`src/rtl/alu_req_arbiter.sv`:
```
// Two-requester arbiter in front of a shared fixed-latency ALU: grants one operation at a time,
// times the ALU with a down-counter and returns the result. Define ALU_ARB_FIXED_PRIO_EN for fixed priority to requester 0.
module alu_req_arbiter #(
  parameter int ALU_LATENCY = 2
) (
  input  logic       clk,
  input  logic       reset,
  input  logic       req0,
  input  logic       req1,
  input  logic [3:0] op0,
  input  logic [3:0] op1,
  input  logic [7:0] a0,
  input  logic [7:0] b0,
  input  logic [7:0] a1,
  input  logic [7:0] b1,
  input  logic [7:0] alu_result,
  output logic       gnt0,
  output logic       gnt1,
  output logic       done0,
  output logic       done1,
  output logic [7:0] result,
  output logic       busy,
  output logic [3:0] alu_opcode,
  output logic [7:0] alu_a,
  output logic [7:0] alu_b,
  output logic       alu_start,
  output logic [1:0] state_dbg
);

  // Handshake: reqN is a level; a grant needs reqN high with its rearm flag set, and the
  // flag only returns after reqN is seen low, so holding reqN high yields exactly one operation.
  typedef enum logic [1:0] {IDLE = 2'd0, EXEC = 2'd1, DONE = 2'd2} state_t;

  localparam logic [3:0] LAT_M1 = 4'(ALU_LATENCY - 1);

  state_t     state, state_nxt;
  logic [3:0] cnt, cnt_nxt;
  logic       last, served, rearm0, rearm1;
  logic       elig0, elig1, win, grant, capture;

  assign elig0     = req0 & rearm0;
  assign elig1     = req1 & rearm1;
  assign busy      = (state != IDLE);
  assign state_dbg = state;

  always_comb begin
    win = 1'b0;
`ifdef ALU_ARB_FIXED_PRIO_EN
    win = ~elig0;
`else
    // On a tie the requester not served last wins.
    if (elig0 && elig1) win = ~last;
    else                win = ~elig0;
`endif
  end

  always_ff @(posedge clk or posedge reset) begin
    if (reset) begin
      state <= IDLE;
      cnt   <= 4'd0;
    end else begin
      state <= state_nxt;
      cnt   <= cnt_nxt;
    end
  end

  always_comb begin
    state_nxt = state;
    cnt_nxt   = cnt;
    grant     = 1'b0;
    capture   = 1'b0;
    case (state)
      IDLE: begin
        if (elig0 || elig1) begin
          state_nxt = EXEC;
          cnt_nxt   = LAT_M1;
          grant     = 1'b1;
        end
      end
      EXEC: begin
        if (cnt == 4'd0) begin
          state_nxt = DONE;
          capture   = 1'b1;
        end else begin
          cnt_nxt = cnt - 4'd1;
        end
      end
      DONE:    state_nxt = IDLE;
      default: state_nxt = IDLE;
    endcase
  end

  always_ff @(posedge clk or posedge reset) begin
    if (reset) begin
      gnt0       <= 1'b0;
      gnt1       <= 1'b0;
      alu_start  <= 1'b0;
      done0      <= 1'b0;
      done1      <= 1'b0;
      result     <= 8'd0;
      alu_opcode <= 4'd0;
      alu_a      <= 8'd0;
      alu_b      <= 8'd0;
      last       <= 1'b1;
      served     <= 1'b0;
      rearm0     <= 1'b1;
      rearm1     <= 1'b1;
    end else begin
      gnt0      <= grant & ~win;
      gnt1      <= grant & win;
      alu_start <= grant;
      done0     <= capture & ~served;
      done1     <= capture & served;
      if (grant) begin
        alu_opcode <= win ? op1 : op0;
        alu_a      <= win ? a1 : a0;
        alu_b      <= win ? b1 : b0;
        served     <= win;
        last       <= win;
      end
      if (capture) result <= alu_result;
      if (!req0)                 rearm0 <= 1'b1;
      else if (grant && !win)    rearm0 <= 1'b0;
      if (!req1)                 rearm1 <= 1'b1;
      else if (grant && win)     rearm1 <= 1'b0;
    end
  end

endmodule

```
`config.mk`:
```
export PLATFORM = sky130hd
export DESIGN_NAME = alu_req_arbiter
export DESIGN_NICKNAME = d
export VERILOG_FILES = /design/src/rtl/alu_req_arbiter.sv
export SDC_FILE = /design/constraint.sdc
export NUM_CORES = 1
export LEC_CHECK = 0
export ABC_AREA = 1
export CAP_MARGIN = 20
export CORE_MARGIN = 4
export CORE_UTILIZATION = 39
export CTS_BUF_LIST = sky130_fd_sc_hd__clkbuf_2
export DETAILED_ROUTE_END_ITERATION = 10
export GPL_ROUTABILITY_DRIVEN = 0
export PLACE_DENSITY = 0.79
export SYNTH_ARGS = -nofsm -noshare
export SYNTH_HDL_FRONTEND = slang
export SYNTH_SLANG_ARGS = --single-unit
```
`constraint.sdc`:
```
create_clock -name clk -period 1.1 [get_ports clk]
set_input_delay 0.165 -clock clk [delete_from_list [all_inputs] [get_ports clk]]
set_output_delay 0.165 -clock clk [all_outputs]
set_load 0.05 [all_outputs]
```
=== Word level (Yosys, flattened, before mapping) ===
Cells that the tools add are included.

* Logic and storage cells: 61
* Bits in registers: 43
* Output and inout port bits: 36
* Input port bits: 52

* Eq/ne operators: 6
* Reduce and logical (&&, ||, !) cells: 11
* Add/subtract/negate cells: 1
* Bitwise operators: 10
* Multiplexer cells: 18

{| class="wikitable"
|+ Operator list
! cell !! number
|-
| $mux 8 || 2
|-
| $mux 4 || 3
|-
| $mux 1 || 9
|-
| $pmux 4 s2 || 1
|-
| $and 1x1->1 || 6
|-
| $ne 2x2->1 const B || 3
|-
| $logic_not 4->1 || 1
|-
| $mux 2 || 2
|-
| $ne 2x1->1 const B || 2
|-
| $not 1->1 || 4
|-
| $pmux 2 s2 || 1
|-
| $reduce_bool 2->1 || 2
|-
| $sub 4x1->4 const B || 1
|-
| $logic_and 1x1->1 || 3
|-
| $reduce_and 3->1 || 1
|-
| $eq 2x1->1 const B || 1
|-
| $logic_not 2->1 || 1
|-
| $reduce_and 2->1 || 1
|-
| $logic_not 1->1 || 1
|-
| $logic_or 1x1->1 || 1
|}

=== Depth between registers and ports, before layout ===
Gate-level depths: netlist (run 1).

* Depth in word-level cells: 7
* Mapped depth: 7
* Gate-level depth less buffers: 7

=== Worst setup path before layout (run 1) ===
OpenSTA, ideal clock, no wires.

* Kind: register to register
* Start point: register state[1] (netlist: state_dbg[1])
* End point: register served
* Library setup time: 128 ps
* Required time: 972 ps
* Slack: -414 ps
* Arrival time: 1385 ps
* Stages on the path, launching flop included: 6
* Path through: dfrtp_1 > inv_2 > nand2_2 > a21oi_4 > buf_6 > o21ai_0

* Longest elaborated chain between the ends: 2

{| class="wikitable"
|+ RTL lines
! what !! line !! RTL
|-
| start, declared || 36 || <nowiki>state_t state, state_nxt;</nowiki>
|-
| start signal, assigned || 62 || <nowiki>state <= state_nxt;</nowiki>
|-
| $logic_not 2->1 || 72 || <nowiki>case (state)</nowiki>
|-
| $mux 1 || 72 ||
|-
| named net grant || 39 || <nowiki>logic elig0, elig1, win, grant, capture;</nowiki>
|-
| end signal, assigned || 118 || <nowiki>served <= win;</nowiki>
|-
| end, declared || 38 || <nowiki>logic last, served, rearm0, rearm1;</nowiki>
|}

The timed path passes the listed nets, and every way through them passes these cells.
A chain may end at the register's enable or synchronous reset.

=== Final worst setup path (run 1) ===
* Start point: register state[0] (netlist: state_dbg[0])
* End point: register alu_a[2]

* Longest elaborated chain between the ends: 2

{| class="wikitable"
|+ RTL lines
! what !! line !! RTL
|-
| $logic_not 2->1 || 72 ||
|-
| $mux 1 || 72 ||
|-
| end signal, assigned || 116 || <nowiki>alu_a <= win ? a1 : a0;</nowiki>
|-
| end, declared || 24 || <nowiki>output logic [7:0] alu_a,</nowiki>
|}

No other way between the ends.

==> results of run 1 <==
[layer usage]
metal / share of wire / wire, um
met5: 0 / 0
met4: 0.063 / 629
met3: 0.077 / 766
met2: 0.51 / 5029
met1: 0.35 / 3526
[worst reg2reg max path: cells and delay by family (launching register included)]
kind | cells | cell delay, ps
AND/OR/NAND/NOR | 3 | 500
buffers and inverters | 3 | 480
flip-flops | 1 | 510
[flip-flops by register name, summed over array words and instances, names as in the netlist, 2 cells and up]
register,cells
alu_opcode,4
result,8
alu_a,8
alu_b,8
state_dbg,2
cnt,4
[what timing repair did]
item,in CTS,in global routing
cloned,6,0
gates resized for setup,48,53
endpoints found under the setup margin,78,79
buffers inserted,16,16
pin swaps,10,7
[final cells by class]
cell class | count | area [sq um] | share of cell area
tap | 67 | 83.83 | 0.01970
inverter | 14 | 68.82 | 0.01617
clock inverter | 3 | 38.79 | 0.009115
clock buffer | 5 | 25.02 | 0.005881
timing repair buffer | 137 | 1833 | 0.4308
sequential | 43 | 1084 | 0.2546
multi-input combinational | 144 | 1120 | 0.2632
antenna | 1 | 2.502 | 0.0005881
[worst max-delay path by stage]
stage	endpoint	startpoint	slack (ps)
4_1_cts	busy	state_dbg[0]$_DFFE_PP0P_	-360
3_5_place_dp	alu_b[0]$_DFFE_PP0N_	req0	-370
5_1_grt	alu_a[2]$_DFFE_PP0N_	state_dbg[0]$_DFFE_PP0P_	-470
3_3_place_gp	cnt[0]$_DFFE_PP0P_	req0	-300
2_1_floorplan	served$_DFFE_PP0N_	state_dbg[0]$_DFFE_PP0P_	-190
6_report	alu_a[2]$_DFFE_PP0N_	state_dbg[0]$_DFFE_PP0P_	-470
[through the flow]
| stage | hold WS, ps | worst slack [ps] | TNS (ps) | area, sq um | total power [W] |
|---|---|---|---|---|---|
| 2_1_floorplan | 161.7 | -185.8 | -4914 | 2007 | 0.007151 |
| 3_3_place_gp | 412.1 | -295.8 | -8148 | 3443 | 0.01113 |
| 3_5_place_dp | 422.1 | -372.8 | -9641 | 3443 | 0.01132 |
| 4_1_cts | 119.8 | -357.6 | -12080 | 4043 | 0.01392 |
| 5_1_grt | 70.46 | -466.4 | -21360 | 4253 | 0.01581 |
| 6_report | 75.38 | -472.2 | -18460 | 4255 | 0.01532 |
[power by group]
| group | switching [W] | total, W | internal (W) |
|---|---|---|---|
| sequential | 0.000861 | 0.00323 | 0.00237 |
| combinational | 0.00594 | 0.0111 | 0.00517 |
| clock | 0.000600 | 0.000973 | 0.000373 |
| total | 0.00740 | 0.0153 | 0.00792 |
[placed cells by master, fill, tap and decap left out, drive strengths merged]
| cell | count |
|---|---|
| a21oi | 1 |
| buf | 86 |
| bufinv | 1 |
| clkbuf | 5 |
| clkdlybuf4s50 | 51 |
| clkinv | 2 |
| clkinvlp | 1 |
| dfrtp | 40 |
| dfstp | 3 |
| diode | 1 |
| ha | 2 |
| inv | 13 |
| nand2 | 62 |
| nand3 | 46 |
| nand4 | 21 |
| nor2 | 5 |
| o21ai | 6 |
| xor2 | 1 |
[cells by family (layout without fill, tap and decap cells)]
family | after synthesis | in the layout | share of synthesized area
buffers and inverters | 27 | 159 | 0.07038
other | 0 | 1 | 0
xor gates and xnor gates | 1 | 1 | 0.004479
AOI/OAI and AO/OA | 7 | 7 | 0.02367
and+or+nand+nor | 134 | 134 | 0.3365
adders and majority gates | 2 | 2 | 0.01279
DFF | 43 | 43 | 0.5521
==> metrics.md, run 1 <==
| Metric | Value |
|---|---|
| Crit end category | flop |
| Status | complete, but fails checks |
| Crit-path cells | buf_4 -> buf_6 -> nor2_4 -> buf_6 -> nand4_1 -> nand3_2 |
| I/O pins | approximately 90 |
| Detailed-router iteration count before antenna repair | 4 |
| Non-filler cells, final | approximately 410 |
| IO Port Bufs | 87 |
| Cell repeated most along the worst path | sky130_fd_sc_hd__buf_6 |
| Met2 capacity usage during global routing | 0.5238 |
| Critical path arrival | between 1500 and 2000 ps |
| Wire length per cell | around 24 um |
| Layout cells sized above 1 | 0.4884 |
| Worst reg2reg path startpoint | state_dbg[0]$_DFFE_PP0P_ |
| Slew of the pin with the lowest slew margin | just over 300 ps |
| Area fraction of the dominant cell type after synthesis | 0.5118 |
| All-Layer GR Usage | 0.2938 |
| Unrepaired setup endpoints after global routing | yes |
| Number of maximum-capacitance violations | 0 |
| Aggregate routed wire length | 9951 um |
| GRT met1 Usage | 0.3346 |
| Data required time at the worst endpoint | 1470 ps |
| Number of antenna violations at the first check in global routing | 0 |
| Primary flip-flop cell chosen by synthesis mapping | sky130_fd_sc_hd__dfrtp_1 |
| Vias per inst | between 5 and 6 |
| Number of stages on the worst setup path | 6 |
| Chip height | ~80 um |
| Number of buffers added to fix hold violations after cts | 0 |
| Cell count after placement | 375 |
| Number of remaining DRC errors | 0 |
| Total overflow reported by the global router | 0 |
| Kind of start point of the critical path | flop |
| Max VDD drop | between 0.002 and 0.0025 V |
| Number of nets with antenna violations after detailed routing | 0 |
| Global-route wire length before repair | roughly 14000 um |
| Post-route clock skew | approximately 46 ps |
| Width of the die | ~79 um |
| Via count | approximately 2400 |
| Fin. max-slew vios | 0 |
| Count of mapped cells out of synthesis | about 210 |
| Slowest stage cell on the critical path | sky130_fd_sc_hd__dfrtp_2 |
| Top Usage Layer GRT | met2 |
| Longest individual stage delay on the worst path | around 500 ps |
| Worst-Skew Late Latency | around 480 ps |
| Final-layout fill cell count | between 150 and 200 |
| Net count reported at finish | 399 |
| Avg Synthesized Cell Area | ~9.1 sq um |
| Pwr per Cell Area | between 3000 and 4000 mW/mm^2 |
| Via count of the first global-routing pass | 2500 |
| Cells taking the most area after synthesis | sky130_fd_sc_hd__dfrtp_1 (51%), sky130_fd_sc_hd__nand2_1 (11%), sky130_fd_sc_hd__nand3_1 (10%) |
| Depth of the most critical reg-to-reg path | 6 |
| Top-count cell post-synth | sky130_fd_sc_hd__nand2_1 |
| Critical path peak fanout | 20 |
| Total half-perimeter wirelength after legalization and detailed placement | approximately 4300 um |
| Number of flops mapped to enable cells by yosys | 0 |
| Worst slew margin relative to its limit | 0.7970 |
| Depth of the CTS H-tree | 2 |
| Fraction of registers with async set or reset after synthesis | 1.000 |
| Syn nets | about 270 |
| Die Area | a little over 0.006 sq mm |
| Number of library cell types mapped by synthesis | 19 |
| CTS sink cnt | 43 |
| Met3 Track Usage GR | 0.05102 |
| Final-report hold violation count | 0 |
| Effective utilization at floorplan | 0.4086 |
| Worst setup path category | flop to flop |
| Final setup fails | 79 |
| Post-synth top area cell | sky130_fd_sc_hd__dfrtp_1 |
| Sequential element share of the synthesized area | 0.5521 |
| Maximum number of pins on one net before global-route repair | 23 |
| CTS tree | done |
| Setup ws final | -472.2 ps |
| Crit path max-delay family | flip-flops |
| Clock transition time at the flip-flop clock pins of the worst setup and hold paths | slightly below 300 ps |
| CTS Buf Count | 5 |
| Worst hold path class | input pin to asynchronous set/reset pin |
| Number of placement rows | 25 |
| 1st-iter DRT viols | 243 |
| Violations in the final reports | negative setup slack |
| Root buffer cell | sky130_fd_sc_hd__clkbuf_2 |
| Synth cell count leaders | sky130_fd_sc_hd__nand2_1 (58), sky130_fd_sc_hd__dfrtp_1 (40), sky130_fd_sc_hd__nand3_1 (39) |
| Post-synthesis sequential element count | between 40 and 50 |
| Core ar. | around 0.0048 sq mm |
| Max Root-Sink Buffers | 2 |
| Final period util | 1.429 |
| Worst R2R Setup Slack | -470 ps |
| Leak | approximately 1.9 nW |
| Syn-to-layout area delta | 117.6% |
| Finished Core Util | 0.8892 |
| Buf/Inv on CP | 3 |
| Warning count from the yosys run | 0 |
| F_max | 636.0 MHz |
| Post-synthesis instance area | around 0.0020 sq mm |
| Final critical-path required period | ~1600 ps |
| End of the worst register-to-register path | alu_a[2]$_DFFE_PP0N_ |
Note: power is estimated with default switching activity, not from simulation.
==> run 2, diff against run 1 <==
CORE_ASPECT_RATIO = 0.8   (was unset)
==> run 2 against run 1 <==
The run still ends with negative setup slack left. Hold slack worse by 9.6 ps. Via count is 13% higher. Largest power group unchanged. Non-clock buffer count is 15 higher. Die area is 0.12% higher. Fmax is 4.0% lower. Sequential share of layout area is 1.3 points lower. Register-to-register slack worse by 70 ps. Clock skew is 13 ps lower. Routed wire length is 20% higher. Power is 8.3% higher.
==> metrics.md, run 2 (synthesized netlist as in run 1, its figures left out) <==
| Metric | Value |
|---|---|
| Critical path peak fanout | 10 |
| IO Port Bufs | 87 |
| Worst hold path class | input pin to asynchronous set/reset pin |
| Root buffer cell | sky130_fd_sc_hd__clkbuf_2 |
| Fin. max-slew vios | 0 |
| Number of remaining DRC errors | 0 |
| Width of the die | approximately 87 um |
| Leading cell type in the layout, fill and taps excluded | sky130_fd_sc_hd__clkdlybuf4s50_1 |
| Pwr per Cell Area | between 3000 and 4000 mW/mm^2 |
| Maximum number of pins on one net before global-route repair | 25 |
| Data required time at the worst endpoint | 1430 ps |
| Setup ws final | -537.4 ps |
| Vias per inst | 6.332 |
| Syn-to-layout area delta | 129.2% |
| Number of maximum-capacitance violations | 0 |
| Slew of the pin with the lowest slew margin | approximately 280 ps |
| Total overflow reported by the global router | 0 |
| Max Root-Sink Buffers | 2 |
| Worst slew margin relative to its limit | 0.8116 |
| Critical path arrival | around 2000 ps |
| Worst R2R Setup Slack | -540 ps |
| CTS tree | done |
| Antenna fix cells | 0 |
| Seq pwr share | 0.199 |
| Setup Slack @ Placement | -377.7 ps |
| Non-filler cells, final | roughly 420 |
| Clock transition time at the flip-flop clock pins of the worst setup and hold paths | ~280 ps |
| Worst setup path category | flop to flop |
| Max VDD drop | 0.002592 V |
| Sw Ratio | 0.4859 |
| Post-route total power | ~0.017 W |
| Depth of the most critical reg-to-reg path | 6 |
| CTS sink cnt | 43 |
| Net count reported at finish | ~420 |
| Number of placement rows | 22 |
| Cell internal power dissipation | between 0.008 and 0.009 W |
| Leak | 2.049 nW |
| Number of nets with antenna violations after detailed routing | 0 |
| Effective utilization at floorplan | 0.4155 |
| Number of antenna violations at the first check in global routing | 0 |
| Detailed-router iteration count before antenna repair | 7 |
| Routed wl met2 | 5589 um |
| Finished Core Util | 0.9522 |
| All-Layer GR Usage | 0.3168 |
| Aggregate routed wire length | 11900 um |
| Die Area | 0.006218 sq mm |
| F_max | between 600 and 700 MHz |
| Worst-Skew Late Latency | around 460 ps |
| End of the worst register-to-register path | alu_b[0]$_DFFE_PP0N_ |
| Total half-perimeter wirelength after legalization and detailed placement | roughly 4500 um |
| Kind of start point of the critical path | flop |
| Highest routed layer | met4 |
| Unrepaired setup endpoints after global routing | yes |
| Post-route clock skew | between 30 and 40 ps |
| Layout cells sized above 1 | 0.5138 |
| Core ar. | 0.004707 sq mm |
| Violations in the final reports | negative setup slack |
| Depth of the CTS H-tree | 2 |
| Cell count after placement | 370 |
| Wire length per cell | roughly 28 um |
| Routed metal-1 wirelength | between 4000 and 5000 um |
| Final-report hold violation count | 0 |
| Final critical-path required period | around 1600 ps |
| Status | complete, but fails checks |
| Final-layout fill cell count | approximately 110 |
| Logic gate share of total power | 0.755 |
| Chip height | roughly 70 um |
| Via count | around 2700 |
| Biggest registers after layout | alu_a x8, alu_b x8, result x8 |
| Final period util | 1.489 |
| Detail Route met3 WL | 1265 um |
| CTS Buf Count | 5 |
| Final setup fails | 79 |
| Power share of the clock group | 0.046 |
| Worst reg2reg path startpoint | rearm1$_DFFE_PP1P_ |
| Crit end category | flop |
| Net switching power | ~0.0081 W |
| Global-route wire length before repair | 14610 um |
| Via count of the first global-routing pass | approximately 2600 |
| Critical Path Source | rearm1$_DFFE_PP1P_ |
| Final hold slack | ~66 ps |
| 1st-iter DRT viols | about 330 |
| Highest-count cells in the layout ignoring fill and taps | sky130_fd_sc_hd__clkdlybuf4s50_1 (51), sky130_fd_sc_hd__buf_12 (49), sky130_fd_sc_hd__dfrtp_1 (38) |
| I/O pins | a little under 90 |
-- run 2: changes by cell type in the layout (fill, tap and decap cells not counted), moves of 8 or more --
cell,previous run,this run
sky130_fd_sc_hd__nand3_1,5,21
sky130_fd_sc_hd__nand2_1,48,37
sky130_fd_sc_hd__buf_6,9,19
sky130_fd_sc_hd__nand2_2,6,15
sky130_fd_sc_hd__nand3_2,27,19
sky130_fd_sc_hd__nand3_4,14,6
-- run 2: how the worst max path moves through the flow --
stage / endpoint / slack (ps) / cells past startpoint
floorplan: served$_DFFE_PP0N_ / -190 / 5
CTS: busy / -360 / 4
global route: alu_b[0]$_DFFE_PP0N_ / -550 / 6
finish: alu_b[0]$_DFFE_PP0N_ / -540 / 6
detailed placement: served$_DFFE_PP0N_ / -380 / 7
global placement: rearm0$_DFFE_PP1P_ / -320 / 7
-- run 2: cell type report --
cell class,instances,area (sq um),area share
multi-input combinational,144,1076,0.2401
timing repair buffer,152,2128,0.4749
tap,60,75.07,0.01675
sequential,43,1082,0.2415
clock inverter,2,7.507,0.001675
clock buffer,6,30.03,0.006700
inverter,14,73.82,0.01647
timing repair inverter,1,8.758,0.001954
-- run 2: timing repair --
item | in CTS | in global routing
pin swaps | 6 | 20
hold buffers | 0 | 0
buffers inserted | 21 | 13
endpoints found under the setup margin | 78 | 78
gates resized for setup | 71 | 50
cloned | 9 | 2
-- run 2: power by group through the flow --
stage | clock network, W | registers, W | logic [W]
4_1_cts | 0.000682 | 0.00311 | 0.0107
6_report | 0.000760 | 0.00330 | 0.0125
2_1_floorplan | 0 | 0.00490 | 0.00225
3_5_place_dp | 0 | 0.00312 | 0.00826
3_3_place_gp | 0 | 0.00310 | 0.00807
5_1_grt | 0.000790 | 0.00332 | 0.0128
-- run 2: layer usage --
layer | vias to the layer above | GRT usage
met2 | 280 | 0.5628
met3 | 91 | 0.06897
li1 | 1014 | -
met4 | 0 | 0.1431
met5 | - | 0
met1 | 1287 | 0.3633
-- run 2: per-stage QoR --
stage	area (sq um)	setup TNS (ps)
2_1_floorplan	2007	-4914
3_3_place_gp	3450	-9293
3_5_place_dp	3450	-10690
4_1_cts	4175	-12390
5_1_grt	4482	-22930
6_report	4482	-21450
-- run 2: critical path, stage by stage (launching register included) --
cell and delay [ps]:
sky130_fd_sc_hd__dfstp_2 670, sky130_fd_sc_hd__buf_12 120, sky130_fd_sc_hd__nand3_4 110, sky130_fd_sc_hd__buf_6 180, sky130_fd_sc_hd__clkbuf_16 170, sky130_fd_sc_hd__nand4_1 120
sky130_fd_sc_hd__nand3_1 140
